### src/rtl/addsub_arbiter_pkg.sv
// Shared constants for the add/sub arbiter: FSM encodings, requester ids and datapath width.
package addsub_arbiter_pkg;

    localparam int ADDSUB_W = 16;

    typedef enum logic [1:0] {
        IDLE = 2'd0,
        EXEC = 2'd1,
        DONE = 2'd2
    } state_t;

    localparam logic REQ0 = 1'b0;
    localparam logic REQ1 = 1'b1;

endpackage

### src/rtl/addsub_arbiter_addsub.sv
// Shared AdderSubtractor: 16-bit ripple chain of full adders; sub=1 computes a + ~b + 1.
module addsub_arbiter_addsub
    import addsub_arbiter_pkg::*;
#(
    parameter int WIDTH = ADDSUB_W
) (
    input  logic [WIDTH-1:0] a,
    input  logic [WIDTH-1:0] b,
    input  logic             sub,
    output logic [WIDTH-1:0] s,
    output logic             co
);

    logic [WIDTH-1:0] b_eff;
    logic             carry;

    assign b_eff = b ^ {WIDTH{sub}};

    // NOTE: blocking assignments are correct here; carry is a combinational ripple
    // variable updated bit by bit within one evaluation of the block.
    always_comb begin
        s     = '0;
        carry = sub;
        for (int i = 0; i < WIDTH; i++) begin
            s[i]  = a[i] ^ b_eff[i] ^ carry;
            carry = (a[i] & b_eff[i]) | (carry & (a[i] ^ b_eff[i]));
        end
        co = carry;
    end

endmodule

### src/rtl/addsub_arbiter.sv
// Round-robin arbiter sharing one add/sub unit between two requesters.
// Define ADDSUB_OVF_FLAG_EN to register a signed-overflow flag on V; otherwise V is tied low.
module addsub_arbiter
    import addsub_arbiter_pkg::*;
#(
    parameter int WIDTH         = ADDSUB_W,
    parameter int PRIORITY_INIT = 0
) (
    input  logic             clk,
    input  logic             reset,
    input  logic             Req0,
    input  logic             Req1,
    input  logic [WIDTH-1:0] A0,
    input  logic [WIDTH-1:0] B0,
    input  logic [WIDTH-1:0] A1,
    input  logic [WIDTH-1:0] B1,
    input  logic             AddLSubH0,
    input  logic             AddLSubH1,
    output logic             Gnt0,
    output logic             Gnt1,
    output logic             Done0,
    output logic             Done1,
    output logic [WIDTH-1:0] S,
    output logic             Co,
    output logic             V,
    output logic             Busy
);

    state_t           state;
    state_t           next_state;
    logic             ptr;
    logic             grant;
    logic             winner;

    logic [WIDTH-1:0] op_a;
    logic [WIDTH-1:0] op_b;
    logic             op_sub;
    logic             req_id;

    logic [WIDTH-1:0] sum;
    logic             carry;

    // Unit sees only the operand registers, never the live request inputs.
    addsub_arbiter_addsub #(.WIDTH(WIDTH)) u_addsub (
        .a   (op_a),
        .b   (op_b),
        .sub (op_sub),
        .s   (sum),
        .co  (carry)
    );

    always_ff @(posedge clk) begin
        if (reset) begin
            state <= IDLE;
            ptr   <= (PRIORITY_INIT != 0);
        end else begin
            state <= next_state;
            if (grant) ptr <= ~ptr;
        end
    end

    // NOTE: every output of this block gets a default first so no latch is inferred.
    always_comb begin
        next_state = IDLE;
        grant      = 1'b0;
        winner     = ptr;
        case (state)
            IDLE: begin
                if (Req0 || Req1) begin
                    grant      = 1'b1;
                    next_state = EXEC;
                    if (!(Req0 && Req1)) winner = Req1 ? REQ1 : REQ0;
                end
            end
            EXEC:    next_state = DONE;
            DONE:    next_state = IDLE;
            default: next_state = IDLE;
        endcase
    end

    // Reset gates the pulses so an aborted operation never reports a grant or done.
    always_comb begin
        Gnt0  = 1'b0;
        Gnt1  = 1'b0;
        Done0 = 1'b0;
        Done1 = 1'b0;
        Busy  = 1'b0;
        if (!reset) begin
            Gnt0  = grant && (winner == REQ0);
            Gnt1  = grant && (winner == REQ1);
            Done0 = (state == DONE) && (req_id == REQ0);
            Done1 = (state == DONE) && (req_id == REQ1);
            Busy  = (state == EXEC) || (state == DONE);
        end
    end

    // NOTE: operand registers are reset too, so the unit never computes on X after reset.
    always_ff @(posedge clk) begin
        if (reset) begin
            op_a   <= '0;
            op_b   <= '0;
            op_sub <= 1'b0;
            req_id <= REQ0;
            S      <= '0;
            Co     <= 1'b0;
        end else begin
            if (grant) begin
                op_a   <= (winner == REQ1) ? A1 : A0;
                op_b   <= (winner == REQ1) ? B1 : B0;
                op_sub <= (winner == REQ1) ? AddLSubH1 : AddLSubH0;
                req_id <= winner;
            end
            if (state == EXEC) begin
                S  <= sum;
                Co <= carry;
            end
        end
    end

`ifdef ADDSUB_OVF_FLAG_EN
    logic ovf;

    // Subtract flips the operand-sign test since B enters the adder inverted.
    assign ovf = (op_sub ? (op_a[WIDTH-1] != op_b[WIDTH-1])
                         : (op_a[WIDTH-1] == op_b[WIDTH-1]))
                 && (sum[WIDTH-1] != op_a[WIDTH-1]);

    always_ff @(posedge clk) begin
        if (reset) V <= 1'b0;
        else if (state == EXEC) V <= ovf;
    end
`else
    assign V = 1'b0;
`endif

endmodule

### config.mk
export PLATFORM = sky130hd
export DESIGN_NAME = addsub_arbiter
export DESIGN_NICKNAME = d
export VERILOG_FILES = /design/src/rtl/addsub_arbiter_pkg.sv /design/src/rtl/addsub_arbiter_addsub.sv /design/src/rtl/addsub_arbiter.sv
export SDC_FILE = /design/constraint.sdc
export NUM_CORES = 1
export LEC_CHECK = 0
export CAP_MARGIN = 10
export CORE_MARGIN = 2
export CORE_UTILIZATION = 35
export CTS_CLUSTER_DIAMETER = 150
export CTS_CLUSTER_SIZE = 25
export DETAILED_ROUTE_END_ITERATION = 16
export GPL_ROUTABILITY_DRIVEN = 0
export GPL_TIMING_DRIVEN = 0
export PLACE_DENSITY = 0.65
export SYNTH_ARGS = -nofsm -noshare
export SYNTH_HDL_FRONTEND = slang
export SYNTH_SLANG_ARGS = --single-unit
export TNS_END_PERCENT = 1
### constraint.sdc
create_clock -name clk -period 18.9 [get_ports clk]
set_clock_uncertainty 0.2 [all_clocks]
set_input_delay 2.835 -clock clk [delete_from_list [all_inputs] [get_ports clk]]
set_output_delay 2.835 -clock clk [all_outputs]
set_load 0.005 [all_outputs]
---- Yosys cells after proc, flatten, opt, wreduce, memory -nomap -nowiden ----
Index checks and enable logic that the tools add are counted.
W data, S select, Z words.
word-level totals
  bits in registers ....................... 54
  input bits .............................. 70
  output and inout port bits .............. 23
operators by class
  equality and inequality tests ........... 2
  multiplexer cells ....................... 16
  bitwise operators ....................... 84
  reduce and logical (&&, ||, !) cells .... 8
operators by type and width
  kind                  count
  $and A1 B1 Y1         32
  $mux W16              2
  $xor A1 B1 Y1         32
  $or A1 B1 Y1          16
  $xor A16 B16 Y16      1
  $mux W1               13
  $logic_and A1 B1 Y1   5
  $pmux W2 S2           1
  $not A1 Y1            3
  $eq A2 B1 Y1 const B  1
  $eq A2 B2 Y1 const B  1
  $logic_not A2 Y1      1
  $logic_or A1 B1 Y1    2

---- Longest topological paths before layout ----
Gate-level depths: netlist (run 1).
  depth after elaboration ................. 34
  depth in mapped cells ................... 21

---- Modules after synthesis ----
A second synthesis (run 1) with hierarchy kept.
second synthesis, totals
  cells, all modules ...................... 372
  area total of the unflattened synthesis .. 3370.7 µm²
modules (own cells, without submodules)
  module                 times used  cells an instance  area each (µm²)  sequential area each (µm²)
  addsub_arbiter         1           310                2782.7           1081.0
  addsub_arbiter_addsub  1           62                 588.1            0.0

---- Least setup slack after synthesis (run 1) ----
OpenSTA, ideal clock, no wires.
  path type ............................... reg-to-reg
  from .................................... register op_sub
  to ...................................... register S[15]
  library setup time ...................... 128 ps
  data arrival time ....................... 6427 ps
  required time ........................... 18572 ps
  slack ................................... 12145 ps
  cell stages (with the launch flop) ...... 22
  clock period less this slack ............ 6755 ps
  path through ............................ dfxtp_1 buf_2 xor2_1 fa_1 inv_1 fa_1 fa_1 fa_1 fa_1 fa_1 fa_1 fa_1 fa_1 fa_1 fa_1 fa_1 fa_1 fa_1 inv_1 fa_1 mux2i_1 nor2_1
between the ends
  longest elaborated chain between the ends .. 33
  elaborated cells between the ends (all ways) .. 63
RTL lines
  element                 line                         source
  from (decl)             addsub_arbiter.sv:37         logic op_sub;
  from (signal assigned)  addsub_arbiter.sv:110        op_sub <= (winner == REQ1) ? AddLSubH1 : AddLSubH0;
  $xor A16 B16 Y16        addsub_arbiter_addsub.sv:17  assign b_eff = b ^ {WIDTH{sub}};
  $xor A1 B1 Y1           addsub_arbiter_addsub.sv:26  carry = (a[i] & b_eff[i]) | (carry & (a[i] ^ b_eff[i]));
  $and A1 B1 Y1           addsub_arbiter_addsub.sv:26
  $or A1 B1 Y1            addsub_arbiter_addsub.sv:26
  $and A1 B1 Y1           addsub_arbiter_addsub.sv:26
  $or A1 B1 Y1            addsub_arbiter_addsub.sv:26
  $and A1 B1 Y1           addsub_arbiter_addsub.sv:26
  $or A1 B1 Y1            addsub_arbiter_addsub.sv:26
  [18 not listed]         -
  $and A1 B1 Y1           addsub_arbiter_addsub.sv:26
  $or A1 B1 Y1            addsub_arbiter_addsub.sv:26
  $and A1 B1 Y1           addsub_arbiter_addsub.sv:26
  $or A1 B1 Y1            addsub_arbiter_addsub.sv:26
  $and A1 B1 Y1           addsub_arbiter_addsub.sv:26
  $or A1 B1 Y1            addsub_arbiter_addsub.sv:26
  $xor A1 B1 Y1 *         addsub_arbiter_addsub.sv:25  s[i] = a[i] ^ b_eff[i] ^ carry;
  via sum[15]             addsub_arbiter.sv:40         logic [WIDTH-1:0] sum;
  to (signal assigned)    addsub_arbiter.sv:114        S <= sum;
  to (decl)               addsub_arbiter.sv:23         output logic [WIDTH-1:0] S,
Mark *: on every way through the listed nets, which the timed path passes. The rest lies on a longest branch.
A chain may end at the register's enable or synchronous reset.

---- Worst setup path in the final report (run 1) ----
  from .................................... input reset
  to ...................................... output Gnt1
between the ends
  longest elaborated chain between the ends .. 1
RTL lines
  element      line                  source
  from (decl)  addsub_arbiter.sv:10  input logic reset,
  $mux W1      addsub_arbiter.sv:88  if (!reset) begin
  to (decl)    addsub_arbiter.sv:20  output logic Gnt1,
Every way passes these cells.

==> summary.txt, run 1 <==
Global routing
  – Pin count of the biggest net entering global routing: 17
  – First-pass GRT wire length: 13.43 mm
  – Vias in the first global route: 2763
  – Overflow after GRT: 0
  – Total GRT Usage: 17.35%
  – Initial antenna violation count: 0

Detailed routing
  – DRT met1 WL: 3.790 mm
  – Vias: 2767
  – Metal2 WL: 3.826 mm
  – Drt total wl: 8.122 mm
  – Avg WL per Cell: 14.38 um
  – Metal3 WL: 321 um
  – Via/cell ratio: 4.897
  – Antenna viol nets, final: 0
  – DRC: 0
  – Uppermost layer routed: met4
  – DRT iter0 DRCs: 86
  – Drt first pass iters: 4

Synthesis
  – Synth area leader: dfxtp_1
  – Top_reg_cell synth: dfxtp_1
  – Post-synthesis simple-gate area fraction: 9.278%
  – Mux share of post-synthesis cell area: 1.331%
  – Synth area leaders: dfxtp_1 (35%), fa_1 (9.7%), o21a_1 (8.0%)
  – Top cells by count, synth: dfxtp_1 (54), nand2_1 (36), o21a_1 (33), a21oi_1 (32), o21ai_0 (32)
  – Synth Instances: 358
  – Post-synth EDFFs: 0
  – Synth Area in XOR/XNOR: 4.800%
  – Largest family of logic cells by synthesized area: compound AO/OA/AOI/OAI gates
  – Synth Warn #: 0
  – #FFs+latches synth: 54
  – Post-synthesis adder-cell area fraction: 10.89%
  – Post-synth ARST share: 0%
  – Post-Syn Area: 3102 sq um
  – Count of different cell masters after synthesis: 34
  – Synth Area in Compound Gates: 28.84%
  – Count leader, synth: dfxtp_1
  – Net count after synthesis: 446
  – Area share of the leading cell type in the synthesized netlist: 34.85%
  – Seq/Total Area, Yosys: 34.85%
  – Mean area per synthesized cell: 8.664 sq um

Clock network
  – Root buf cell: clkbuf_8
  – Cts repair resizes: 0
  – Clk pin slew, worst setup/hold paths: 0.09 ns
  – Worst skew pair latency: 0.30 ns
  – Max H-tree Level: 2
  – TritonCTS clock tree: yes
  – Inserted Clock Buffers: 5
  – Total setup buffers inserted after CTS: 0
  – # clock sinks: 54
  – Clock tree buffer depth: 2
  – CTS Hold Bufs: 0

Die
  – FP Rows: 34
  – Top Ports: 93
  – Placeable Area: 8678 sq um
  – Die Wd: 98.14 um
  – Die Ht: 98.14 um
  – Initial Util: 35.74%
  – Die area: 9631 sq um

Setup path
  – R2R cell count: 21
  – Critical path fanouts, max: 10
  – Critical Path Stages: 6
  – CP arrival: 4.81 ns
  – Top Family by Delay on Critical Path: buffers and inverters
  – Crit Path Category: primary input to output port
  – Worst path buffer plus inverter count: 4
  – CP max stage delay: 0.51 ns
  – CP Cell Sequence: clkdlybuf4s50_1 > nor2b_1 > buf_2 > clkbuf_1 > and3_1 > clkdlybuf4s50_1
  – Most common cell on crit path: clkdlybuf4s50_1
  – Critical Path RT: 15.87 ns
  – Slowest cell on crit path: clkdlybuf4s50_1
  – Startpoint Class: primary input
  – Critical Path End Type: output port

STA
  – Setup slack after layout: 11.05 ns
  – Slew margin rel.: 65.95%
  – RSZ-0062 raised after global routing: false
  – Setup TNS: 0 ns
  – Fmax: 127.4 MHz
  – Final Hold Vio Count: 0
  – Max Transition Viols Final: 0
  – Minimum clock period: 7.848 ns
  – Least-Margin Pin Slew: 0.5107 ns
  – Final count of negative-setup-slack endpoints: 0
  – Crit share post-route: 41.52%

Power
  – Sequential Power Share: 44.4%
  – Clock power frac: 23.4%
  – Int Pwr: 0.2105 mW
  – PwrDens: 71.13 nW/um^2
  – Net Sw Power: 0.09204 mW
  – Switching share of power: 30.43%
  – VDD IR-drop max: 30.77 uV
  – Leakage: 1.506 nW
  – Combinational power share: 32.1%

Status
  – Status: complete, no violations

Finish
  – Final layout net count: 544
  – Layout cells sized above 1: 8.972%
  – Layout area overhead: 37.11%
  – Diode count: 0
  – Non-filler cells, final: 565

Placement
  – HPWL Detailed: 6.500 mm
  – Number of buffers added on ports: 91
  – Placed Instances: 557
  – Pre-CTS setup slack: 11.06 ns

Job
  – Max-Cap Viols: 0

Worst hold path
  – Tightest Hold Check Type: flop to flop
  – Hold Path Stages: 2
## cell families (layout without fill, tap and decap cells)
group	count (synthesis)	after routing
XOR/XNOR	17	17
buffers and inverters	49	148
flip-flops	54	54
other	1	1
adder cells (fa/ha/maj)	18	18
multiplexers	4	4
AO/OA/AOI/OAI	149	149
AND/OR/NAND/NOR	66	66
## worst reg2reg max path, cell delays in order (launching register included)
cell     delay (ns)
dfxtp_1        0.31
buf_2          0.21
xor2_1         0.22
fa_1           0.21
inv_1          0.06
fa_1           0.37
fa_1           0.41
fa_1           0.40
fa_1           0.40
fa_1           0.40
fa_1           0.39
fa_1           0.39
fa_1           0.39
fa_1           0.39
fa_1           0.39
fa_1           0.39
fa_1           0.41
fa_1           0.38
inv_1          0.09
fa_1           0.41
mux2i_1        0.14
nor2_1         0.05
## cell usage in the layout (no fill, tap or decap), drive strengths merged
master and instances:
and3 2, buf 23, clkdlybuf4s50 91, and3b 1, nor2b 4, xor2 3
a21o 1, o21a 33, nor2 20, a32oi 1, a211oi 14, inv 18
conb 1, nand2b 1, a22oi 1, mux2 1, mux2i 3, a21oi 32
clkbuf 15, clkinv 1, fa 15, nor3b 1, and2b 1, ha 3
dfxtp 54, xnor2 14, nand2 36, o21ai 67
## state kept, by name, summed over array words and instances (netlist names)
name    cells
op_sub      1
op_a       16
S          16
state       2
Co          1
ptr         1
req_id      1
op_b       16
## power by group through the flow
stage               Sequential [mW]  Clock, mW  Combinational, mW
floorplan                     0.134          0             0.0582
global placement              0.137          0             0.0963
detailed placement            0.137          0             0.0978
CTS                           0.134     0.0726             0.0979
global route                  0.136     0.0761              0.109
finish                        0.134     0.0709             0.0972
## per-stage QoR
stage / power (mW) / cell area [sq um] / utilization [%] / hold WS (ns)
2_1_floorplan: 0.1927 / 3102 / - / 0.2264
3_3_place_gp: 0.2332 / 4148 / 47.79 / 0.2386
3_5_place_dp: 0.2348 / 4148 / 47.79 / 0.2433
4_1_cts: 0.3050 / 4253 / 49.01 / 0.2568
5_1_grt: 0.3206 / 4253 / 49.01 / 0.2822
6_report: 0.3025 / 4253 / 49.01 / 0.2547
## layer usage
| metal | GRT usage (%) | vias to the layer above |
|---|---|---|
| met5 | 0 | - |
| li1 | - | 1414 |
| met2 | 28.87 | 74 |
| met1 | 23.13 | 1264 |
| met3 | 2.505 | 15 |
| met4 | 6.112 | 0 |
## path summary, 6_finish.rpt
kind         startpoint      end  slack [ns]
min             op_a[3]  op_a[3]        0.25
min reg2reg     op_a[3]  op_a[3]        0.25
max               reset     Gnt1       11.05
max reg2reg      op_sub    S[15]       11.77
## layout make-up
class	instances	area [sq um]
flip-flops and latches	54	1081
plain buffers	31	239.0
clock buffers	7	96.34
inverters	18	67.56
fillers	868	4425
multi-input cells	255	1714
repair buffers	91	910.9
well taps	108	135.1
clock inverters	1	8.758
No activity file was read; power rests on OpenSTA's default activity.
==> inputs of run 2 (changes only) <==
--- a/config.mk
+++ b/config.mk
@@ -13,7 +13,7 @@
 export DETAILED_ROUTE_END_ITERATION = 16
 export GPL_ROUTABILITY_DRIVEN = 0
 export GPL_TIMING_DRIVEN = 0
-export PLACE_DENSITY = 0.65
+export PLACE_DENSITY = 0.68
 export SYNTH_ARGS = -nofsm -noshare
 export SYNTH_HDL_FRONTEND = slang
 export SYNTH_SLANG_ARGS = --single-unit
==> constraint.sdc (replaced) <==
create_clock -name clk -period 7.21 [get_ports clk]
set_clock_uncertainty 0.2 [all_clocks]
set_input_delay 1.0815 -clock clk [delete_from_list [all_inputs] [get_ports clk]]
set_output_delay 1.0815 -clock clk [all_outputs]
set_load 0.005 [all_outputs]
==> run 2 against run 1 <==
  * Cell count did not move
  * Total power rose to 2.6 times the previous value
  * Worst hold slack improved by 0.00092 ns
  * Critical path type is now flop to flop
  * Largest power group unchanged
==> summary.txt, run 2 (synthesis gave the netlist of run 1 again) <==
Global routing
  – Overflow after GRT: 0
  – Total GRT Usage: 16.65%
  – Pin count of the biggest net entering global routing: 17
  – Initial antenna violation count: 0
  – Vias in the first global route: 2720
  – First-pass GRT wire length: 12.92 mm

Clock network
  – Clk pin slew, worst setup/hold paths: 0.09 ns
  – Clock tree buffer depth: 2
  – Inserted Clock Buffers: 5
  – Total setup buffers inserted after CTS: 0
  – Worst skew pair latency: 0.30 ns
  – # clock sinks: 54
  – CTS Hold Bufs: 0
  – Max H-tree Level: 2
  – Root buf cell: clkbuf_8
  – TritonCTS clock tree: yes

STA
  – Final Hold Vio Count: 0
  – Setup TNS: 0 ns
  – Crit share post-route: 95.95%
  – Worst hold slack: 0.2556 ns
  – Setup slack after layout: 0.2918 ns
  – Fmax: 144.5 MHz
  – Final count of negative-setup-slack endpoints: 0
  – Max Transition Viols Final: 0
  – RSZ-0062 raised after global routing: false
  – Minimum clock period: 6.918 ns

Detailed routing
  – Vias: 2777
  – DRC: 0
  – Avg WL per Cell: 14.00 um
  – Via/cell ratio: 4.915
  – DRT iter0 DRCs: 92
  – Antenna viol nets, final: 0
  – Drt first pass iters: 4
  – Drt total wl: 7.910 mm

Placement
  – Placed cell area: 4148 sq um
  – Number of buffers added on ports: 91
  – Pre-CTS setup slack: 0.07169 ns
  – HPWL Detailed: 6.487 mm

Finish
  – Biggest regs: S x16, op_a x16, op_b x16
  – Most common cell after layout, fill and taps aside: clkdlybuf4s50_1
  – Filler Cell Count: 862
  – Most frequent cells in the layout: clkdlybuf4s50_1 (91), dfxtp_1 (54), nand2_1 (36)
  – Layout area overhead: 37.80%
  – Final layout net count: 544
  – Final Instance Area: 4274 sq um
  – Diode count: 0
  – Layout cells sized above 1: 9.628%

Setup path
  – CP Cell Sequence: buf_6 > xor2_2 > fa_1 > inv_1 > fa_1 > fa_1 > fa_1 > fa_1 > fa_2 > fa_1 > fa_1 > fa_1 > fa_1 > fa_1 > fa_1 > fa_2 > fa_1 > inv_1 > fa_1 > mux2i_1 > nor2_1
  – R2r setup slk: 0.29 ns
  – Crit Path Category: flop to flop
  – CP max stage delay: 0.42 ns
  – R2R cell count: 21
  – Reg2reg start: op_sub
  – Critical Path End Type: flop
  – CP arrival: 6.90 ns
  – Critical Path RT: 7.19 ns
  – Worst R2R End: S[15]
  – Most common cell on crit path: fa_1
  – Critical path fanouts, max: 8
  – Startpoint Class: flop
  – Slowest cell on crit path: fa_1

Worst hold path
  – Hold wc startpoint: op_a[2]
  – Tightest Hold Check Type: flop to flop
  – Worst Hold Path EP: op_a[2]
  – Hold Path Stages: 2

Die
  – Die area: 9631 sq um
  – Die Wd: 98.14 um
  – Initial Util: 35.74%
  – FP Rows: 34
  – Placeable Area: 8678 sq um
  – Die Ht: 98.14 um
  – Top Ports: 93

Power
  – Leakage: 1.507 nW
  – PwrDens: 185.5 nW/um^2
  – Pwr Total: 0.7931 mW
  – VDD IR-drop max: 86.67 uV

Status
  – Status: complete, no violations

Job
  – Max-Cap Viols: 0
## run 2: cell count changes in the layout (fill, tap and decap cells not counted)
cell      before  now
xor2_2         0    1
fa_2           0    2
buf_2          9    7
buf_6          7    8
clkbuf_4       0    1
xor2_1         3    2
fa_1          15   13
## run 2: layout make-up
class	count	area, sq um	area share, %
well taps	108	135.1	3.162
flip-flops and latches	54	1081	25.29
plain buffers	31	247.7	5.796
repair buffers	91	910.9	21.31
multi-input cells	255	1727	40.40
clock buffers	7	96.34	2.254
inverters	18	67.56	1.581
clock inverters	1	8.758	0.2049
## run 2: report_power, final
part | switching (mW) | internal [mW] | leakage, nW
combinational | 0.120 | 0.136 | 1.01
sequential | 0.0228 | 0.329 | 0.444
clock | 0.0961 | 0.0881 | 0.0544
total | 0.239 | 0.554 | 1.51
## run 2: worst max-delay path: cells and delay by family (launching register included)
kind	cells	cell delay, ns
fa+ha+maj	15	5.62
xor+xnor	1	0.16
simple gates	1	0.05
mux	1	0.14
buf+inv	3	0.29
flops	1	0.33
## run 2: worst max path at each step
| stage | start | endpoint | slack (ns) | cells past startpoint |
|---|---|---|---|---|
| 6_report | op_sub | S[15] | 0.29 | 21 |
| 5_1_grt | op_sub | S[15] | 0.04 | 21 |
| 4_1_cts | op_sub | S[15] | 0.06 | 20 |
| 3_5_place_dp | op_sub | S[15] | 0.07 | 20 |
| 3_3_place_gp | op_sub | S[15] | 0.14 | 20 |
| 2_1_floorplan | op_sub | S[15] | 0.46 | 21 |
## run 2: what timing repair did
action / 4_1_cts / 5_1_grt
hold endpoints to repair: 0 / 0
setup endpoints to repair: 0 / 1
gates resized for setup: 0 / 7
## run 2: metal layers
metal  vias up  routed length, um  share of wire [%]  GRT usage [%]
li1       1408                  -                  -              -
met5         -                  0                  0              0
met2        71               3764                 48          27.50
met1      1289               3705                 47          22.50
met4         0                120                1.5          5.585
met3         9                319                4.0          2.362
## run 2: metrics by stage
step / utilization, % / std cells
after detailed placement: 47.79 / 557
after global routing: 49.25 / 565
after global placement: 47.79 / 557
after CTS: 49.01 / 565
final: 49.25 / 565
after floorplan: - / 358
